`src/rtl/dm_arbiter.sv`:
```
// Two-port round-robin arbiter for the shared data memory, with bounded
// burst locking, a registered memory command and port-tagged read return.
module dm_arbiter #(
  parameter int AW       = 12,
  parameter int DW       = 32,
  parameter int RD_LAT   = 1,
  parameter int MAX_HOLD = 8
) (
  input  logic          clk,
  input  logic          rst,
  input  logic          req0,
  input  logic          we0,
  input  logic          lock0,
  input  logic [AW-1:0] addr0,
  input  logic [DW-1:0] wdata0,
  output logic          gnt0,
  output logic          rvalid0,
  input  logic          req1,
  input  logic          we1,
  input  logic          lock1,
  input  logic [AW-1:0] addr1,
  input  logic [DW-1:0] wdata1,
  output logic          gnt1,
  output logic          rvalid1,
  output logic [DW-1:0] rdata,
  output logic          mem_we,
  output logic [AW-1:0] mem_addr,
  output logic [DW-1:0] mem_wdata,
  input  logic [DW-1:0] mem_rdata
);

  typedef enum logic [1:0] {OWN_NONE, OWN_P0, OWN_P1} own_e;

  localparam logic [8:0] MAXH = 9'(MAX_HOLD);

  own_e        r_owner, w_owner_nxt;
  logic        r_last, w_last_nxt;
  logic [7:0]  r_hold, w_hold_nxt;
  logic        w_acc0, w_acc1, w_acc, w_lock;

  logic [RD_LAT:0] r_vld_pipe;
  logic [RD_LAT:0] r_port_pipe;
  logic            r_rvalid0, r_rvalid1;
  logic [DW-1:0]   r_rdata;
  logic            r_mem_we;
  logic [AW-1:0]   r_mem_addr;
  logic [DW-1:0]   r_mem_wdata;

  always_comb begin
    gnt0        = 1'b0;
    gnt1        = 1'b0;
    w_owner_nxt = r_owner;
    w_last_nxt  = r_last;
    w_hold_nxt  = r_hold;
    w_lock      = 1'b0;
    if (!rst) begin
      case (r_owner)
        OWN_NONE: begin
          // On a tie the port that was not served last wins.
          if (req0 && req1) begin
            gnt0 = r_last;
            gnt1 = ~r_last;
          end else begin
            gnt0 = req0;
            gnt1 = req1;
          end
        end
        OWN_P0:  gnt0 = req0;
        OWN_P1:  gnt1 = req1;
        default: ;
      endcase
    end
    w_acc0 = req0 & gnt0;
    w_acc1 = req1 & gnt1;
    w_acc  = w_acc0 | w_acc1;
    if (w_acc) begin
      w_last_nxt = w_acc1;
      w_lock     = w_acc1 ? lock1 : lock0;
      // Keep ownership only while the burst stays under the hold bound.
      if (w_lock && (({1'b0, r_hold} + 9'd1) < MAXH)) begin
        w_owner_nxt = w_acc1 ? OWN_P1 : OWN_P0;
        w_hold_nxt  = r_hold + 8'd1;
      end else begin
        w_owner_nxt = OWN_NONE;
        w_hold_nxt  = 8'd0;
      end
    end
  end

  always_ff @(posedge clk) begin
    if (rst) begin
      r_owner     <= OWN_NONE;
      r_last      <= 1'b1;
      r_hold      <= 8'd0;
      r_mem_we    <= 1'b0;
      r_mem_addr  <= '0;
      r_mem_wdata <= '0;
      r_vld_pipe  <= '0;
      r_port_pipe <= '0;
      r_rvalid0   <= 1'b0;
      r_rvalid1   <= 1'b0;
      r_rdata     <= '0;
    end else begin
      r_owner  <= w_owner_nxt;
      r_last   <= w_last_nxt;
      r_hold   <= w_hold_nxt;
      r_mem_we <= w_acc & (w_acc1 ? we1 : we0);
      if (w_acc) begin
        r_mem_addr  <= w_acc1 ? addr1 : addr0;
        r_mem_wdata <= w_acc1 ? wdata1 : wdata0;
      end
      r_vld_pipe  <= {r_vld_pipe[RD_LAT-1:0], w_acc & ~(w_acc1 ? we1 : we0)};
      r_port_pipe <= {r_port_pipe[RD_LAT-1:0], w_acc1};
      r_rvalid0   <= r_vld_pipe[RD_LAT] & ~r_port_pipe[RD_LAT];
      r_rvalid1   <= r_vld_pipe[RD_LAT] &  r_port_pipe[RD_LAT];
      if (r_vld_pipe[RD_LAT]) r_rdata <= mem_rdata;
    end
  end

  assign mem_we    = r_mem_we;
  assign mem_addr  = r_mem_addr;
  assign mem_wdata = r_mem_wdata;
  assign rvalid0   = r_rvalid0;
  assign rvalid1   = r_rvalid1;
  assign rdata     = r_rdata;

endmodule

```
`config.mk`:
```
export PLATFORM = sky130hd
export DESIGN_NAME = dm_arbiter
export DESIGN_NICKNAME = d
export VERILOG_FILES = /design/src/rtl/dm_arbiter.sv
export SDC_FILE = /design/constraint.sdc
export NUM_CORES = 1
export LEC_CHECK = 0
export ABC_AREA = 1
export CORE_MARGIN = 10
export CORE_UTILIZATION = 42
export DETAILED_ROUTE_END_ITERATION = 12
export PLACE_DENSITY = 0.86
export SLEW_MARGIN = 40
export SYNTH_ARGS = -nofsm -noshare
export SYNTH_HDL_FRONTEND = slang
export SYNTH_SLANG_ARGS = --single-unit
export TNS_END_PERCENT = 5
```
`constraint.sdc`:
```
create_clock -name clk -period 2.95 [get_ports clk]
set_clock_uncertainty 0.2 [all_clocks]
set_input_delay 0.59 -clock clk [delete_from_list [all_inputs] [get_ports clk]]
set_output_delay 0.59 -clock clk [all_outputs]
set_load 0.03 [all_outputs]
```
==> impl_metrics.py <==
metrics = {
    "status": {
        "run_status": "finished, final reports clean",
    },
    "power_and_ir_drop": {
        "power.static_leakage_nw": 2.46,
        "ir_worst_vdd_mv": 0.303,
        "pwr-share-clk": 0.310,
        "p_int_w": 0.00218,
        "pwr-share-comb": 0.228,
        "netSwitchingFraction": 0.276,
        "pwr_density_cell_nw_per_um2": 499,
        "power.share.sequential": 0.462,
        "p_sw_w": 0.000830,
    },
    "logic_synthesis": {
        "ys_warn_count": 0,
        "ys_dominant_reg_cell": "sky130_fd_sc_hd__dfxtp_1",
        "synthesis.area_sq_um": 3750,
        "avgSynthCellArea_sq_um": 7.60,
        "yosysSeqAreaShare": 0.502,
        "synth_async_sr_flop_share": 0,
        "synth_cells": 494,
        "synth_largest_type_area_fraction": 0.502,
        "cell_accounting_for_the_most_synthesized_area": "sky130_fd_sc_hd__dfxtp_1",
        "ys_seq_elements": 94,
        "ys_top_cells_by_count": "sky130_fd_sc_hd__nand2_1, sky130_fd_sc_hd__dfxtp_1, sky130_fd_sc_hd__nor2_1",
        "synth-edff-count": 0,
        "synth.net_count": 623,
        "ys_types": 28,
        "yosysMostFrequentCell": "sky130_fd_sc_hd__nand2_1",
        "netlist_top_cells_area": "sky130_fd_sc_hd__dfxtp_1, sky130_fd_sc_hd__nand2_1, sky130_fd_sc_hd__nor2_1, sky130_fd_sc_hd__a31oi_1, sky130_fd_sc_hd__o21ai_0",
    },
    "worst_setup_path": {
        "arrival_ns": 1.66,
        "critical_path_class": "primary input to output port",
        "ff2ff_path_depth": 8,
        "setup.reg_to_reg.worst_slack_ns": 1.07,
        "timing.critical_path.slowest_cell_delay_ns": 0.46,
        "worst_r2r_endpoint": "mem_wdata[17]",
        "timing.critical_path.to_type": "output port",
        "critPathMaxFanout": 4,
        "endpoint": "gnt0",
        "critical_path.slowest_cell": "sky130_fd_sc_hd__clkdlybuf4s50_1",
        "setup_crit_start": "req1",
        "cp_cell_sequence": "clkdlybuf4s50_1 -> inv_1 -> nor2_4 -> nand2_1 -> nand2_2 -> inv_2 -> buf_4",
        "critical_path.reg2reg.startpoint": "r_owner[1]",
        "cp-start-kind": "primary input",
        "worst_ep_required_time_ns": 2.16,
    },
    "floorplan": {
        "start_util": 0.430,
        "num_rows": 34,
        "ios": 209,
        "die_area_sq_um": 13100,
        "fp.dieW_um": 115,
        "core_region_sq_um": 8720,
        "height_of_the_die_um": 115,
    },
    "clock_tree": {
        "cts-buffers-inserted": 9,
        "cts_resized": 0,
        "post_cts_setup_repair_buffer_count": 0,
        "tritoncts": "built",
        "clk_transition_reported_paths_ns": 0.08,
        "root_driver": "sky130_fd_sc_hd__clkbuf_8",
        "cts_sinks": 94,
        "clk_latency_ns": 0.35,
        "clock_tree.buffer_depth": 2,
        "htree_num_levels": 3,
        "number_of_buffers_added_to_fix_hold_violations_after_cts": 0,
    },
    "timing": {
        "finalSetupTns_ns": 0,
        "final-hold-violation-count": 0,
        "final.min_clock_period_ns": 2.45,
        "clock.fmax_ghz": 0.409,
        "post-route-period-util": 0.830,
        "slew_violations": 0,
        "setup-violations-final": 0,
        "rsz_0062_raised_after_global_routing": "no",
        "slew_margin_rel": 0.626,
        "timing_worst_slew_pin_value_ns": 0.561,
    },
    "grt": {
        "number_of_global_route_vias_before_repair": 4097,
        "grt_util_all_layers": 0.200,
        "grt_antenna_before_repair": 0,
        "global_route.overflow_total": 0,
        "grt_first_pass_wirelength_um": 21400,
        "grt_start_max_net_pins": 49,
    },
    "layout": {
        "net_count_reported_at_finish": 818,
        "num_antenna_cells": 0,
        "stdcell_count": 802,
        "area.growth.synth_to_final_pct": 60.6,
        "final_core_util": 0.691,
        "drive_above_1_share": 0.0533,
    },
    "routing": {
        "drc_errors": 0,
        "firstDrtPassIters": 4,
        "dr_total_vias": 4048,
        "postRouteWirelength_um": 13600,
        "vias_per_cell": 5.05,
        "detail_route.iter0.violations": 313,
        "drtAntennaViolNets": 0,
        "routed_wirelength_normalized_by_instance_count_um": 17.0,
    },
    "job": {
        "maxCapViolations": 0,
    },
    "place": {
        "io_buffer_count": 208,
        "gp_congestion": 0.866,
        "post-dp-hpwl_um": 10400,
        "placed_cells_incl_taps": 786,
    },
    "worst_hold_path": {
        "worstHoldPathType": "register to register",
    },
}
==> critical path: cells and delay by family <==
family | cells | cell delay [ns]
buffers and inverters | 4 | 0.75
AND/OR/NAND/NOR | 3 | 0.33
==> per-layer routing <==
layer	GRT usage	routed length [um]	vias to the layer above	share of wire
met3	0.0860	1590	21	0.12
met4	0.0693	276	0	0.020
met5	0	0	-	0
met1	0.229	5450	1867	0.40
li1	-	-	1980	-
met2	0.325	6310	180	0.46
==> state kept, by name (all words and copies together), names as in the netlist, 2 cells and up <==
| register | count |
|---|---|
| mem_wdata | 32 |
| r_owner | 2 |
| r_hold | 8 |
| r_vld_pipe | 2 |
| rdata | 32 |
| r_port_pipe | 2 |
| mem_addr | 12 |
==> power by group through the flow <==
stage / Combinational [W] / Sequential (W) / Clock, W
5_1_grt: 0.000738 / 0.00140 / 0.00101
2_1_floorplan: 0.000201 / 0.00155 / 0
4_1_cts: 0.000692 / 0.00139 / 0.000953
3_3_place_gp: 0.000677 / 0.00141 / 0
6_report: 0.000685 / 0.00139 / 0.000932
3_5_place_dp: 0.000688 / 0.00142 / 0
==> cell type report <==
cell class / count / area, sq um
Clock inverter: 4 / 70.1
Clock buffer: 12 / 145
Tap cell: 108 / 135
Sequential cell: 94 / 1880
Fill cell: 688 / 2700
Multi-Input combinational cell: 338 / 1550
Timing Repair Buffer: 215 / 2120
Inverter: 31 / 118
==> cells in the final DEF, fill, tap and decap left out, drive strengths merged <==
cell and count:
nor2 80, clkinv 3, nor3 1, ha 1, inv 30, nand3 20, buf 10, a31oi 33
o211ai 11, nand4 4, dfxtp 94, a21oi 4, nand2 145, o21ai 36, mux2i 1, bufinv 2
clkdlybuf4s50 205, and2 1, clkbuf 12, xor2 1
==> per-stage QoR <==
stage / setup WS [ns] / cell area (sq um) / hold slack (ns) / power, W
floorplan: 0.909 / 3750 / 0.188 / 0.00175
global placement: 0.432 / 5810 / 0.192 / 0.00209
detailed placement: 0.356 / 5810 / 0.204 / 0.00211
CTS: 0.491 / 6020 / 0.218 / 0.00303
global route: 0.438 / 6020 / 0.249 / 0.00314
finish: 0.502 / 6020 / 0.213 / 0.00301
==> cells by family (layout without fill, tap and decap cells) <==
logic type / Yosys count / after routing / share of synthesized area
xor+xnor: 1 / 1 / 0.00233
buf+inv: 62 / 262 / 0.0854
mux: 1 / 1 / 0.00267
fa+ha+maj: 1 / 1 / 0.00333
simple gates: 251 / 251 / 0.273
flops: 94 / 94 / 0.501
compound gates: 84 / 84 / 0.131
==> worst min path at each step <==
stage / from / endpoint / cells past startpoint
global route: r_port_pipe[0] / r_port_pipe[1] / 2
floorplan: r_port_pipe[0] / r_port_pipe[1] / 2
finish: r_vld_pipe[0] / r_vld_pipe[1] / 2
global placement: r_port_pipe[0] / r_port_pipe[1] / 2
CTS: r_vld_pipe[0] / r_vld_pipe[1] / 2
detailed placement: r_vld_pipe[0] / r_vld_pipe[1] / 2
Note: power is estimated with default switching activity, not from simulation.
